===== config.mk =====
export PLATFORM = sky130hd
export DESIGN_NAME = pc_next_unit
export DESIGN_NICKNAME = d
export VERILOG_FILES = /design/src/rtl/pc_next_unit.sv
export SDC_FILE = /design/constraint.sdc
export NUM_CORES = 1
export LEC_CHECK = 0
export CORE_MARGIN = 1.5
export CORE_UTILIZATION = 25
export CTS_CLUSTER_DIAMETER = 200
export DETAILED_ROUTE_END_ITERATION = 8
export PLACE_DENSITY = 0.45
export REMOVE_ABC_BUFFERS = 1
export SYNTH_ARGS = -nofsm -noshare
export SYNTH_HDL_FRONTEND = slang
export SYNTH_SLANG_ARGS = --single-unit

===== constraint.sdc =====
create_clock -name clk -period 5.67 [get_ports clk]
set_input_delay 1.4175 -clock clk [delete_from_list [all_inputs] [get_ports clk]]
set_output_delay 1.4175 -clock clk [all_outputs]
set_load 0.01 [all_outputs]

===== src/rtl/pc_next_unit.sv =====
// pc_next_unit: next-PC selection and req/ack instruction fetch for the KGP-RISC core.
// Optional feature macro PC_MISALIGN_TRAP_EN adds misalign_trap and refuses unaligned redirect targets.
module pc_next_unit #(
  parameter int                ADDR_W   = 32,
  parameter logic [ADDR_W-1:0] RESET_PC = {ADDR_W{1'b0}}
) (
  input  logic              clk,
  input  logic              rst,
  input  logic              en,
  input  logic              stall,
  input  logic              br_valid,
  input  logic              br_flag,
  input  logic [31:0]       br_offset,
  input  logic              jmp_valid,
  input  logic [ADDR_W-1:0] jmp_target,
  input  logic              link_en,
  input  logic [ADDR_W-1:0] ctl_pc,
  input  logic              imem_ack,
  output logic              imem_req,
  output logic [ADDR_W-1:0] imem_addr,
  output logic [ADDR_W-1:0] pc,
  output logic              flush,
  output logic              taken,
  output logic [ADDR_W-1:0] link_addr
`ifdef PC_MISALIGN_TRAP_EN
  ,
  output logic              misalign_trap
`endif
);

  typedef enum logic [1:0] {
    ST_IDLE     = 2'd0,
    ST_FETCH    = 2'd1,
    ST_REDIRECT = 2'd2
  } state_t;

  localparam int SUM_W = (ADDR_W > 32) ? ADDR_W : 32;

  state_t            state_q, state_d;
  logic [ADDR_W-1:0] pc_q, pc_d;
  logic [ADDR_W-1:0] tgt_q, tgt_d;
  logic [ADDR_W-1:0] link_q, link_d;
  logic              req_q, req_d;
  logic              flush_q, flush_d;
  logic              taken_q, taken_d;

  logic [SUM_W-1:0]  br_sum_s;
  logic [ADDR_W-1:0] raw_tgt_s;
  logic [ADDR_W-1:0] tgt_s;
  logic              redir_s;
  logic              bad_tgt_s;
  logic              halt_s;
  logic              go_s;

  assign br_sum_s  = SUM_W'(ctl_pc) + SUM_W'(32'd4) + (SUM_W'($signed(br_offset)) << 2);
  assign redir_s   = jmp_valid | (br_valid & br_flag);
  assign raw_tgt_s = jmp_valid ? jmp_target : br_sum_s[ADDR_W-1:0];

`ifdef PC_MISALIGN_TRAP_EN
  logic trap_q, trap_d;

  assign bad_tgt_s = |raw_tgt_s[1:0];
  assign tgt_s     = raw_tgt_s;
  assign halt_s    = trap_q;

  // Trap is sticky: any refused redirect outside REDIRECT latches it until reset.
  always_comb begin
    trap_d = trap_q | (redir_s & bad_tgt_s & (state_q != ST_REDIRECT));
  end

  always_ff @(posedge clk) begin
    if (rst) begin
      trap_q <= 1'b0;
    end else begin
      trap_q <= trap_d;
    end
  end

  assign misalign_trap = trap_q;
`else
  assign bad_tgt_s = 1'b0;
  assign tgt_s     = raw_tgt_s & ~ADDR_W'(32'd3);
  assign halt_s    = 1'b0;
`endif

  assign go_s = en & ~stall & ~halt_s;

  // Next-state logic; a redirect seen with a fetch still pending parks in REDIRECT until that ack.
  always_comb begin
    state_d = state_q;
    pc_d    = pc_q;
    tgt_d   = tgt_q;
    link_d  = link_q;
    req_d   = req_q;
    flush_d = 1'b0;
    taken_d = 1'b0;
    case (state_q)
      ST_IDLE, ST_FETCH: begin
        if (redir_s && bad_tgt_s) begin
          flush_d = 1'b1;
          state_d = ST_IDLE;
          req_d   = 1'b0;
        end else if (redir_s) begin
          flush_d = 1'b1;
          taken_d = 1'b1;
          if (jmp_valid && link_en) begin
            link_d = ctl_pc + ADDR_W'(32'd4);
          end else begin
            link_d = link_q;
          end
          if ((state_q == ST_FETCH) && !imem_ack) begin
            state_d = ST_REDIRECT;
            tgt_d   = tgt_s;
            req_d   = 1'b1;
          end else begin
            pc_d    = tgt_s;
            state_d = go_s ? ST_FETCH : ST_IDLE;
            req_d   = go_s;
          end
        end else if ((state_q == ST_FETCH) && imem_ack) begin
          pc_d    = pc_q + ADDR_W'(32'd4);
          state_d = go_s ? ST_FETCH : ST_IDLE;
          req_d   = go_s;
        end else if ((state_q == ST_IDLE) && go_s) begin
          state_d = ST_FETCH;
          req_d   = 1'b1;
        end else begin
          state_d = state_q;
          req_d   = req_q;
        end
      end
      ST_REDIRECT: begin
        if (imem_ack) begin
          pc_d    = tgt_q;
          state_d = go_s ? ST_FETCH : ST_IDLE;
          req_d   = go_s;
        end else begin
          state_d = ST_REDIRECT;
          req_d   = 1'b1;
        end
      end
      default: begin
        state_d = ST_IDLE;
        req_d   = 1'b0;
      end
    endcase
  end

  // State and registered outputs.
  always_ff @(posedge clk) begin
    if (rst) begin
      state_q <= ST_IDLE;
      pc_q    <= RESET_PC;
      tgt_q   <= RESET_PC;
      link_q  <= {ADDR_W{1'b0}};
      req_q   <= 1'b0;
      flush_q <= 1'b0;
      taken_q <= 1'b0;
    end else begin
      state_q <= state_d;
      pc_q    <= pc_d;
      tgt_q   <= tgt_d;
      link_q  <= link_d;
      req_q   <= req_d;
      flush_q <= flush_d;
      taken_q <= taken_d;
    end
  end

  assign imem_req  = req_q;
  assign imem_addr = pc_q;
  assign pc        = pc_q;
  assign flush     = flush_q;
  assign taken     = taken_q;
  assign link_addr = link_q;

endmodule


==> metrics.txt, run 1 <==
# TYPE chip_impl_metric gauge
chip_impl_metric{name="drtIter0Drc",unit=""} 480
chip_impl_metric{name="antenna_left",unit=""} 0
chip_impl_metric{name="met2_wirelength",unit="um"} 11700
chip_impl_metric{name="worst_clock_skew",unit="ns"} 0.01184
chip_impl_metric{name="worst_skew_pair.late_latency",unit="ns"} 0.36
chip_impl_metric{name="ys_types",unit=""} 69
chip_impl_metric{name="cts_max_path_buffers",unit=""} 2
chip_impl_metric{name="cts.sinks",unit=""} 96
chip_impl_info{name="cp_cell_instances",value="clkdlybuf4s50_1 -> nand3_1 -> nor2_1 -> nand2_1 -> nor2_1 -> buf_4 -> nand3_1 -> xnor2_1 -> ha_1 -> a21oi_1 -> a21boi_0 -> a31oi_1 -> o31ai_2 -> o41ai_2 -> a31oi_1 -> xnor2_1 -> o21ai_0"} 1
chip_impl_metric{name="area_growth_syn_to_layout",unit="%"} 34.21
chip_impl_info{name="yosys-top-cells-area",value="dfxtp_1, xnor2_1, ha_1, nor2_1, o21ai_0"} 1
chip_impl_metric{name="rrSetupSlack",unit="ns"} 3.16
chip_impl_info{name="cts_tree",value="built"} 1
chip_impl_metric{name="edff_count_synth",unit=""} 0
chip_impl_metric{name="core_area",unit="um2"} 28630
chip_impl_metric{name="worst_path_largest_cell_delay",unit="ns"} 0.54
chip_impl_info{name="critPathCaptureType",value="flop"} 1
chip_impl_metric{name="clk_pin_slew_worst_paths",unit="ns"} 0.08
chip_impl_metric{name="synth_warnings",unit=""} 0
chip_impl_metric{name="syn_inst_count",unit=""} 942
chip_impl_metric{name="postCtsSetupBuffers",unit=""} 0
chip_impl_metric{name="worst_r2r_path_depth",unit=""} 9
chip_impl_metric{name="crit_fanout",unit=""} 7
chip_impl_metric{name="timing.max_cap.violations",unit=""} 0
chip_impl_metric{name="routed-wl-met3",unit="um"} 825
chip_impl_metric{name="final_max_slew_viol_count",unit=""} 0
chip_impl_metric{name="antenna-diode-count",unit=""} 0
chip_impl_metric{name="numCtsBuffers",unit=""} 9
chip_impl_metric{name="timing.final.crit_period",unit="ns"} 5.104
chip_impl_metric{name="hold_viol",unit=""} 0
chip_impl_metric{name="setup_viol_count_final",unit=""} 0
chip_impl_metric{name="layout-drive-gt1-share",unit="%"} 6.612
chip_impl_metric{name="first_pass_grt_wire_length",unit="um"} 41120
chip_impl_info{name="min_from",value="tgt_q[8]"} 1
chip_impl_info{name="timing.setup.critical_path_class",value="in -> reg"} 1
chip_impl_metric{name="route.detailed.vias_per_inst",unit=""} 4.929
chip_impl_info{name="cts-root-buf",value="clkbuf_16"} 1
chip_impl_metric{name="fp.dieW",unit="um"} 173.3
chip_impl_metric{name="syn-mean-instance-area",unit="um2"} 7.698
chip_impl_metric{name="grt_overflow",unit=""} 0
chip_impl_metric{name="power_frac_clock",unit="%"} 32.1
chip_impl_metric{name="ir_worst_vdd",unit="uV"} 107.5
chip_impl_metric{name="drt_drc_violations_left",unit=""} 0
chip_impl_info{name="grt_setup_unrepaired",value="false"} 1
chip_impl_metric{name="floorplan.io_pins",unit=""} 204
chip_impl_metric{name="detailedPlace.worstSlack",unit="ns"} 0.2075
chip_impl_metric{name="leakagePower",unit="nW"} 3.680
chip_impl_metric{name="globalRouteTotalUtil",unit="%"} 17.46
chip_impl_info{name="cp_slowest_cell",value="clkdlybuf4s50_1"} 1
chip_impl_metric{name="min_delay_path_depth",unit=""} 2
chip_impl_metric{name="cell_internal_pwr",unit="W"} 0.001475
chip_impl_metric{name="max_freq",unit="MHz"} 195.9
chip_impl_info{name="status",value="complete, no violations"} 1
chip_impl_metric{name="postLayoutCoreUtil",unit="%"} 34.00
chip_impl_metric{name="final.period_utilization",unit="%"} 90.03
chip_impl_info{name="r2r_start",value="imem_addr[2]"} 1
chip_impl_metric{name="cts.repair.resized",unit=""} 0
chip_impl_info{name="yosys.area.top_type",value="dfxtp_1"} 1
chip_impl_metric{name="number_of_rows_created_at_floorplan",unit=""} 62
chip_impl_metric{name="via_count",unit=""} 7260
chip_impl_metric{name="grt_start_max_net_pins",unit=""} 67
chip_impl_metric{name="async_reset_ff_share",unit="%"} 0
chip_impl_info{name="worstHoldPathType",value="reg -> reg"} 1
chip_impl_metric{name="fillers",unit=""} 3015
chip_impl_metric{name="grt_pass1_vias",unit=""} 7010
chip_impl_metric{name="timing_worst_slew_pin_value",unit="ns"} 0.8714
chip_impl_metric{name="die_outline_area",unit="um2"} 30040
chip_impl_metric{name="start_util",unit="%"} 25.33
chip_impl_metric{name="power.share.switching",unit="%"} 33.68
chip_impl_metric{name="worstPathRequired",unit="ns"} 5.90
chip_impl_info{name="routed.top_layer",value="met4"} 1
chip_impl_metric{name="detail_route.wl_per_cell",unit="um"} 17.94
chip_impl_info{name="whs_endpoint",value="tgt_q[8]"} 1
chip_impl_metric{name="h-tree-depth",unit=""} 3
chip_impl_metric{name="placed_wire_length_estimate",unit="um"} 19820
chip_impl_metric{name="power_consumption",unit="W"} 0.002224
chip_impl_metric{name="power.net_switching",unit="W"} 0.0007491
chip_impl_metric{name="cts_hold_buf",unit=""} 0
chip_impl_metric{name="timing.max_slew.rel_slack",unit="%"} 41.90
chip_impl_metric{name="power_density",unit="nW/um2"} 228.5
chip_impl_metric{name="cp.arrival",unit="ns"} 5.33
chip_impl_info{name="synthFlopType",value="dfxtp_1"} 1
chip_impl_metric{name="design.final.nets",unit=""} 1223
chip_impl_metric{name="synth.ff_latch_count",unit=""} 96
chip_impl_metric{name="detail_route.wirelength",unit="um"} 26420
chip_impl_metric{name="port_buffers",unit=""} 195
chip_impl_metric{name="proportion_of_netlist_area_held_by_the_largest_area_contributor",unit="%"} 26.50
chip_impl_metric{name="synth_seq_area_share",unit="%"} 26.50
chip_impl_metric{name="worst_slack",unit="ns"} 0.5655
chip_impl_metric{name="dieHeight",unit="um"} 173.3
chip_impl_metric{name="post_synth_instance_area",unit="um2"} 7252
chip_impl_metric{name="drt-met1-wl",unit="um"} 13520
chip_impl_metric{name="final.setup.tns",unit="ns"} 0
chip_impl_metric{name="sequential_group_share_of_total_power",unit="%"} 35.2
chip_impl_info{name="worstSetupStartpointType",value="input port"} 1
chip_impl_info{name="rr_endpoint",value="imem_addr[30]"} 1
chip_impl_metric{name="gp_congestion",unit=""} 0.8161
chip_impl_metric{name="antenna_found_initial",unit=""} 0
chip_impl_metric{name="combPwrFrac",unit="%"} 32.7
chip_impl_metric{name="dr_pass1_iterations",unit=""} 7
==> power groups by stage <==
| stage | clock network (W) | logic [W] | registers [W] |
|---|---|---|---|
| after global placement | 0 | 0.000726 | 0.000799 |
| final | 0.000714 | 0.000727 | 0.000783 |
| after detailed placement | 0 | 0.000727 | 0.000800 |
| after CTS | 0.000731 | 0.000731 | 0.000784 |
| after global routing | 0.000752 | 0.000793 | 0.000793 |
| after floorplan | 0 | 0.000346 | 0.000813 |
==> per-layer routing <==
| layer | track usage (%) | vias up |
|---|---|---|
| met4 | 4.891 | 0 |
| li1 | - | 3689 |
| met3 | 1.798 | 22 |
| met2 | 27.48 | 176 |
| met5 | 0 | - |
| met1 | 25.14 | 3373 |
==> synth_stat cells (10+ instances only) <==
library cell  number
a211oi_1          24
a21o_1            16
a21oi_1           62
a311oi_1          10
a31oi_1           18
and3_1            18
buf_4             35
clkbuf_1          46
dfxtp_1           96
ha_1              33
inv_1             13
mux2i_1           21
nand2_1           80
nand3_1           30
nand4_1           22
nor2_1            93
nor3_1            28
o211ai_1          14
o21ai_0           65
o311a_1           13
or2_2             15
or3_1             10
xnor2_1           49
xor2_1            27
==> cells by family (layout without fill, tap and decap cells) <==
kind of cell	after synthesis	count (layout)	synth area share [%]
AOI/OAI and AO/OA	274	274	25.24
xor gates and xnor gates	76	76	9.179
adders and majority gates	34	34	5.970
buffers and inverters	102	246	7.108
DFF	96	96	26.50
muxes	21	21	2.899
other	1	4	0.05171
and+or+nand+nor	338	338	23.05
==> area by class of cell <==
| type | instances | area, um2 | share of cell area [%] |
|---|---|---|---|
| Tap cell | 384 | 480.5 | 4.936 |
| Multi-Input combinational cell | 747 | 4850 | 49.83 |
| Clock buffer | 10 | 239.0 | 2.455 |
| Timing Repair Buffer | 216 | 2100 | 21.57 |
| Clock inverter | 6 | 90.09 | 0.9256 |
| Sequential cell | 96 | 1922 | 19.75 |
| Inverter | 14 | 52.55 | 0.5399 |
==> worst max-delay path, delay by kind of cell <==
kind | cells | cell delay (ns)
AOI/OAI and AO/OA | 7 | 1.45
buffers and inverters | 2 | 0.71
and+or+nand+nor | 5 | 0.73
adders and majority gates | 1 | 0.42
xor gates and xnor gates | 2 | 0.58
==> how the worst max path moves through the flow <==
stage               from            end  slack (ns)  cells past startpoint
2_1_floorplan   br_valid  imem_addr[30]        0.89                      7
3_3_place_gp   ctl_pc[4]  imem_addr[22]        0.22                     14
3_5_place_dp   ctl_pc[4]      tgt_q[25]        0.21                     17
4_1_cts        ctl_pc[4]  imem_addr[28]        0.58                     17
5_1_grt        ctl_pc[4]  imem_addr[28]        0.28                     17
6_report       ctl_pc[4]      tgt_q[25]        0.57                     17
==> through the flow <==
step | std cells | hold WS (ns) | cell area [um2]
2_1_floorplan | 857 | 0.4307 | 6800
3_5_place_dp | 1457 | 0.4495 | 9404
5_1_grt | 1473 | 0.4960 | 9733
4_1_cts | 1473 | 0.4609 | 9733
3_3_place_gp | 1457 | 0.4447 | 9404
6_report | 1473 | 0.4592 | 9733
==> layout by cell type (no fill, tap or decap), types with 4 or more instances in the layout <==
cell type	Yosys	routed
clkdlybuf4s50_1	0	193
dfxtp_1	96	96
nor2_1	93	92
nand2_1	80	80
o21ai_0	65	65
a21oi_1	62	62
xnor2_1	49	49
ha_1	33	33
nand3_1	30	30
xor2_1	27	27
nor3_1	28	27
a211oi_1	24	24
nand4_1	22	22
mux2i_1	21	21
buf_4	35	21
and3_1	18	18
a31oi_1	18	18
a21o_1	16	16
or2_2	15	15
o211ai_1	14	14
inv_1	13	13
o311a_1	13	13
a311oi_1	10	10
or3_1	10	10
nand2b_1	9	9
clkbuf_16	0	9
nor2b_1	8	7
o31ai_1	8	7
and4_1	5	5
and2_1	5	5
a221oi_1	5	5
o21a_1	5	5
nor4_1	4	4
a211o_1	4	4
conb_1	1	4
==> state kept, by name (all words and copies together) (netlist names) <==
name,cells
taken,1
tgt_q,30
imem_req,1
state_q,2
link_addr,32
imem_addr,30
No activity file was read; power rests on OpenSTA's default activity.
==> inputs of run 2 (changes only) <==
- SKIP_CTS_REPAIR_TIMING: unset -> 1
==> results of run 2 <==
The final DEF is identical to that of run 1; final timing and power are the same.
